===== config.mk =====
export PLATFORM = sky130hd
export DESIGN_NAME = instr_fetch_unit
export DESIGN_NICKNAME = d
export VERILOG_FILES = /design/src/rtl/instr_fetch_unit.sv
export SDC_FILE = /design/constraint.sdc
export NUM_CORES = 1
export LEC_CHECK = 0
export BUFFER_PORTS_ARGS = -buffer_cell sky130_fd_sc_hd__buf_2
export CAP_MARGIN = 20
export CELL_PAD_IN_SITES_DETAIL_PLACEMENT = 2
export CELL_PAD_IN_SITES_GLOBAL_PLACEMENT = 2
export CORE_ASPECT_RATIO = 1.2
export CORE_MARGIN = 2
export CORE_UTILIZATION = 26
export DETAILED_ROUTE_END_ITERATION = 6
export GPL_TIMING_DRIVEN = 0
export PLACE_DENSITY = 0.88
export SETUP_SLACK_MARGIN = 0.4
export SKIP_CTS_REPAIR_TIMING = 1
export SLEW_MARGIN = 20
export SYNTH_ARGS = -nofsm -noshare
export SYNTH_HDL_FRONTEND = slang
export SYNTH_SLANG_ARGS = --single-unit
export TNS_END_PERCENT = 10

===== constraint.sdc =====
create_clock -name clk -period 2.6 [get_ports clk]
set_input_delay 0.26 -clock clk [delete_from_list [all_inputs] [get_ports clk]]
set_output_delay 0.26 -clock clk [all_outputs]
set_load 0.02 [all_outputs]

===== src/rtl/instr_fetch_unit.sv =====
// Instruction-fetch stage: holds the PC, reads one word from synchronous
// instruction memory per request and presents it to the decoder.
module instr_fetch_unit #(
   parameter int          ADDR_W   = 16,
   parameter int          MEM_LAT  = 1,
   parameter logic [31:0] RESET_PC = 32'h0000_0000
) (
   input  logic              clk,
   input  logic              rst_n,
   input  logic              fetch_en,
   input  logic              pc_load,
   input  logic [31:0]       pc_next,
   output logic              imem_en,
   output logic [ADDR_W-1:0] imem_addr,
   input  logic [31:0]       imem_dout,
   output logic [31:0]       instr,
   output logic [31:0]       pc,
   output logic [31:0]       pc_plus4,
   output logic              fetch_done,
   output logic              busy,
   output logic              misaligned
);

   localparam int CNT_W = (MEM_LAT > 1) ? $clog2(MEM_LAT) : 1;

   typedef enum logic [1:0] {
      S_IDLE  = 2'd0,
      S_ISSUE = 2'd1,
      S_WAIT  = 2'd2,
      S_DONE  = 2'd3
   } state_t;

   state_t             state_q, state_nxt;
   logic [31:0]        pc_q;
   logic [31:0]        instr_q;
   logic               pending_q;
   logic               mis_q;
   logic [CNT_W-1:0]   cnt_q;
   logic               aligned;

   assign aligned   = (pc_q[1:0] == 2'b00);
   assign pc        = pc_q;
   assign pc_plus4  = pc_q + 32'd4;
   assign imem_addr = pc_q[ADDR_W+1:2];
   assign instr     = instr_q;

   // NOTE: sequential state uses non-blocking (<=) so every flop samples
   // pre-edge values; combinational blocks below use blocking (=).
   always_ff @(posedge clk or negedge rst_n) begin
      if (!rst_n) begin
         state_q <= S_IDLE;
      end else begin
         state_q <= state_nxt;
      end
   end

   // NOTE: state_nxt is defaulted first so no path through the case infers a latch.
   always_comb begin
      state_nxt = state_q;
      case (state_q)
         S_IDLE: begin
            // A redirect arriving with the request defers the issue by one
            // cycle via pending, so the fetch uses the new PC.
            if (pending_q || (fetch_en && !pc_load)) state_nxt = S_ISSUE;
         end
         S_ISSUE: begin
            if (pc_load)       state_nxt = S_IDLE;
            else if (!aligned) state_nxt = S_DONE;
            else               state_nxt = S_WAIT;
         end
         S_WAIT: begin
            if (pc_load)                state_nxt = S_IDLE;
            else if (cnt_q == '0)       state_nxt = S_DONE;
         end
         S_DONE: begin
            state_nxt = S_IDLE;
         end
         default: state_nxt = S_IDLE;
      endcase
   end

   always_comb begin
      imem_en    = 1'b0;
      fetch_done = 1'b0;
      busy       = 1'b1;
      misaligned = 1'b0;
      case (state_q)
         S_IDLE:  busy = 1'b0;
         S_ISSUE: imem_en = aligned;
         S_WAIT:  ;
         S_DONE: begin
            fetch_done = 1'b1;
            misaligned = mis_q;
         end
         default: busy = 1'b0;
      endcase
   end

   always_ff @(posedge clk or negedge rst_n) begin
      if (!rst_n) begin
         pc_q      <= RESET_PC;
         instr_q   <= 32'h0;
         pending_q <= 1'b0;
         mis_q     <= 1'b0;
         cnt_q     <= '0;
      end else begin
         if (pc_load)                pc_q <= pc_next;
         else if (state_q == S_DONE) pc_q <= pc_plus4;

         if (state_q == S_IDLE) pending_q <= fetch_en && pc_load && !pending_q;

         if (state_q == S_ISSUE) begin
            cnt_q <= CNT_W'(MEM_LAT - 1);
            mis_q <= !aligned;
            if (!pc_load && !aligned) instr_q <= 32'h0;
         end

         if (state_q == S_WAIT) begin
            if (cnt_q != '0)   cnt_q   <= cnt_q - 1'b1;
            else if (!pc_load) instr_q <= imem_dout;
         end
      end
   end

endmodule

### Word level (Yosys, flattened, before mapping)

Index checks and enable logic that the tools add are counted.

* word-level logic and storage cells: 45
* register bits: 69
* bits of input ports: 68
* output and inout port bits: 116

* equal/unequal tests: 5
* reductions and logical operators: 12
* add/subtract/negate cells: 2
* mux-type cells: 20

Operators with widths (number)
* 32-bit two-way mux: 7
* 32-bit by 3-bit adder with 32-bit output (second input constant): 1
* 1-bit two-way mux: 8
* 2-bit two-way mux: 4
* 2-bit case mux with 4 select lines: 1
* 2-bit == test (second input constant): 2
* 1-bit logical AND: 4
* 2-bit logical NOT: 2
* 1-bit logical NOT: 3
* 3-bit inequality test (second input constant): 1
* 2-bit by 1-bit == test with 1-bit output (second input constant): 1
* 2-bit inequality test (second input constant): 1
* 2-bit AND reduction: 1
* 2-bit nonzero test: 1
* 1-bit logical OR: 1
* 1-bit subtractor (second input constant): 1

### Longest topological paths before layout

* depth after elaboration: 8
* mapped depth: 7
* depth with buffers taken out: 5

### Least setup slack after synthesis

OpenSTA, ideal clock, no wires.

* path type: flip-flop to output port
* start: reg pc_q[2], in the netlist pc[2]
* end: out pc_plus4[28]
* cell stages (with the launch flop): 8
* path buffers: 2
* data required time: 2340 ps
* arrival time: 2372 ps
* path slack: -32 ps
* cell sequence: dfrtp_1 > ha_1 > nand4_1 > or4_1 > buf_2 > clkbuf_1 > nor3_1 > xor2_1

* cells in the longest elaborated chain, start to end: 1

RTL lines
* start, declared: line 34 `logic [31:0] pc_q;`
* start signal, assigned: line 107 `if (pc_load) pc_q <= pc_next;`
* start signal, assigned: line 108 `else if (state_q == S_DONE) pc_q <= pc_plus4;`
* 32-bit by 3-bit adder with 32-bit output: line 43 `assign pc_plus4 = pc_q + 32'd4;`
* end, declared: line 18 `output logic [31:0] pc_plus4,`

No other way between the ends.

### Worst setup path in the final report

* start: reg pc_q[3], in the netlist pc[3]
* end: out pc_plus4[24]

Same word-level chain as after synthesis.

==> results.cfg <==
[status]
status = finished with violations
violations = setup timing

[timing]
rsz0062_at_grt = true
fin_ws_ns = -0.234
maxSlewViolCount = 0
clock_skew_ns = 0.00693
report.final.hold_viol_count = 0
slew_headroom = 0.422
max_slew.worst_pin.slew_ns = 0.867
period_needed_ns = 2.83
min_period_over_period = 1.09
setup_viol = 10
max_freq_mhz = 353

[min_path]
hp-class = in -> reg
min_from = pc_next[7]

[setup_path]
worstPathMaxFanout = 6
cp.required_ns = 2.34
startpoint_type = register
cp_data_arrival_time_ns = 2.57
crit_path_start = pc[3]
r2r_start = pc[3]
end_kind = primary output
critPathKind = reg -> out

[global_route]
grt_max_degree = 51
grtUsageTotal = 0.204
antenna_found_initial = 0
grt_pass1_wl_um = 24200
grt_pass1_vias = 4380
grt-ovfl-total = 0

[die]
die_h_um = 135
die_x_um = 114
fp.dieArea_mm2 = 0.0154
start_util = 0.263
ioPinCount = 184
fp-row-count = 48
core-area_mm2 = 0.0142

[job]
drv_cap = 0

[synthesis]
synth_seq_cells = 69
seq_area_frac_synth = 0.461
synth_top_area_share = 0.461
ys_async_sr_fraction = 1.00
syn-num-nets = 461
ys_types = 37
ys_top_cells_by_area = dfrtp_1, a22o_1, xor2_1, xnor2_1, buf_4
synth_ff_type = dfrtp_1
syn_area_mm2 = 0.00374
synthTopCellsByCount = dfrtp_1, nand2_1, a22o_1, nor2_1, xor2_1
postSynthAreaPerCell_um2 = 9.55
synth_edf_count = 0
synth_cells = 392
synth_area_leader_cell = dfrtp_1
synth.most_common_cell = dfrtp_1
ys_warn_count = 0

[detailed_routing]
via_count = 3970
vias_per_cell = 5.10
final_antenna_net_count = 0
wire_per_inst_um = 20.5
route.detailed.drc = 0
dr.pass1.iters = 6
drtIter0Drc = 138
drt-total-wl_um = 16000

[cells_and_area]
antenna_cells = 0
drive_gt1_frac = 0.501
fillers = 1561
final_cells = 778
design_area_mm2 = 0.00581
nNetsFinal = 668
area_growth_pct = 55.1

[clock_tree]
clk_latency_ns = 0.35
clk_pin_slew_ns = 0.05
numCtsBuffers = 9
cts_max_level = 3
clock_sinks = 69
tritoncts = done
cts_buffer_depth = 2
clockRootBuffer = clkbuf_16

[power_and_ir_drop]
power_leakage_nw = 2.81
p_per_area_mw_per_mm2 = 811
ir_drop_uv = 376

[placed_design]
numPortBuffers = 182
hpwl_um = 11700
finalWeightedCongestion = 0.795
dpl_cell_area_mm2 = 0.00520
placed_cells = 750
-- layout by cell type (no fill, tap or decap), types with 12 or more instances in the layout --
| cell type | instances |
|---|---|
| a22o_1 | 32 |
| dfrtp_2 | 15 |
| xnor2_1 | 18 |
| or4_1 | 15 |
| nor2_1 | 28 |
| buf_2 | 165 |
| nand2_1 | 34 |
| a31oi_1 | 15 |
| o21ai_0 | 18 |
| dfrtp_1 | 54 |
| buf_4 | 37 |
| xor2_2 | 14 |
| o31ai_1 | 12 |
| buf_6 | 12 |
| clkbuf_1 | 14 |
-- stage by stage --
step,power [mW],util,TNS [ns],setup slack [ns],hold WS (ns)
6_report,4.71,0.408,-1.20,-0.234,0.130
2_1_floorplan,2.66,-,0,0.338,-0.0356
5_1_grt,4.94,0.408,-2.55,-0.350,0.137
3_3_place_gp,3.26,0.363,0,0.0964,0.472
3_5_place_dp,3.36,0.365,0,0.0425,0.172
4_1_cts,4.68,0.386,-4.15,-0.341,-0.196
-- worst max-delay path: stages, from the launching register on --
cell and delay (ns):
dfrtp_2 0.44, ha_4 0.16, nand4_1 0.21, or4_4 0.61, buf_8 0.15, buf_12 0.14
nor3_4 0.19, xor2_2 0.19, buf_6 0.14
-- report_power, final --
group          internal [mW]  switching (mW)
registers               1.35           0.252
clock network          0.786           0.486
logic                  0.710            1.12
-- worst paths after layout --
| path | to | slack [ns] | cells after the start |
|---|---|---|---|
| max | pc_plus4[24] | -0.23 | 8 |
| min | pc[7] | 0.13 | 3 |
| max reg2reg | pc[24] | 0.10 | 7 |
| min reg2reg | register | 0.50 | 1 |
| max in group asynchronous | pc[11] | 1.67 | 3 |
| min in group asynchronous | asynchronous set/reset pin | 0.34 | 2 |
-- layout make-up --
cell class / count / area (um2) / share of cell area
plain buffers: 47 / 348 / 0.0599
clock buffers: 11 / 253 / 0.0435
clock inverters: 4 / 47.5 / 0.00819
inverters: 6 / 22.5 / 0.00388
multi-input cells: 270 / 2030 / 0.350
flip-flops and latches: 69 / 1750 / 0.301
well taps: 175 / 219 / 0.0377
repair buffers: 196 / 1140 / 0.197
-- layer usage --
layer / GRT usage / part of all wire / vias to the layer above
met3: 0.0376 / 0.042 / 29
met4: 0.0949 / 0.031 / 0
met1: 0.235 / 0.38 / 2023
li1: - / - / 1797
met5: 0 / 0 / -
met2: 0.366 / 0.55 / 121
-- logic make-up after synthesis --
kind of cell | after synthesis | synth area share
buf+inv | 53 | 0.0755
simple gates | 141 | 0.195
fa+ha+maj | 1 | 0.00334
compound gates | 84 | 0.160
mux | 3 | 0.00869
xor+xnor | 41 | 0.0959
flops | 69 | 0.461
No activity file was read; power rests on OpenSTA's default activity.
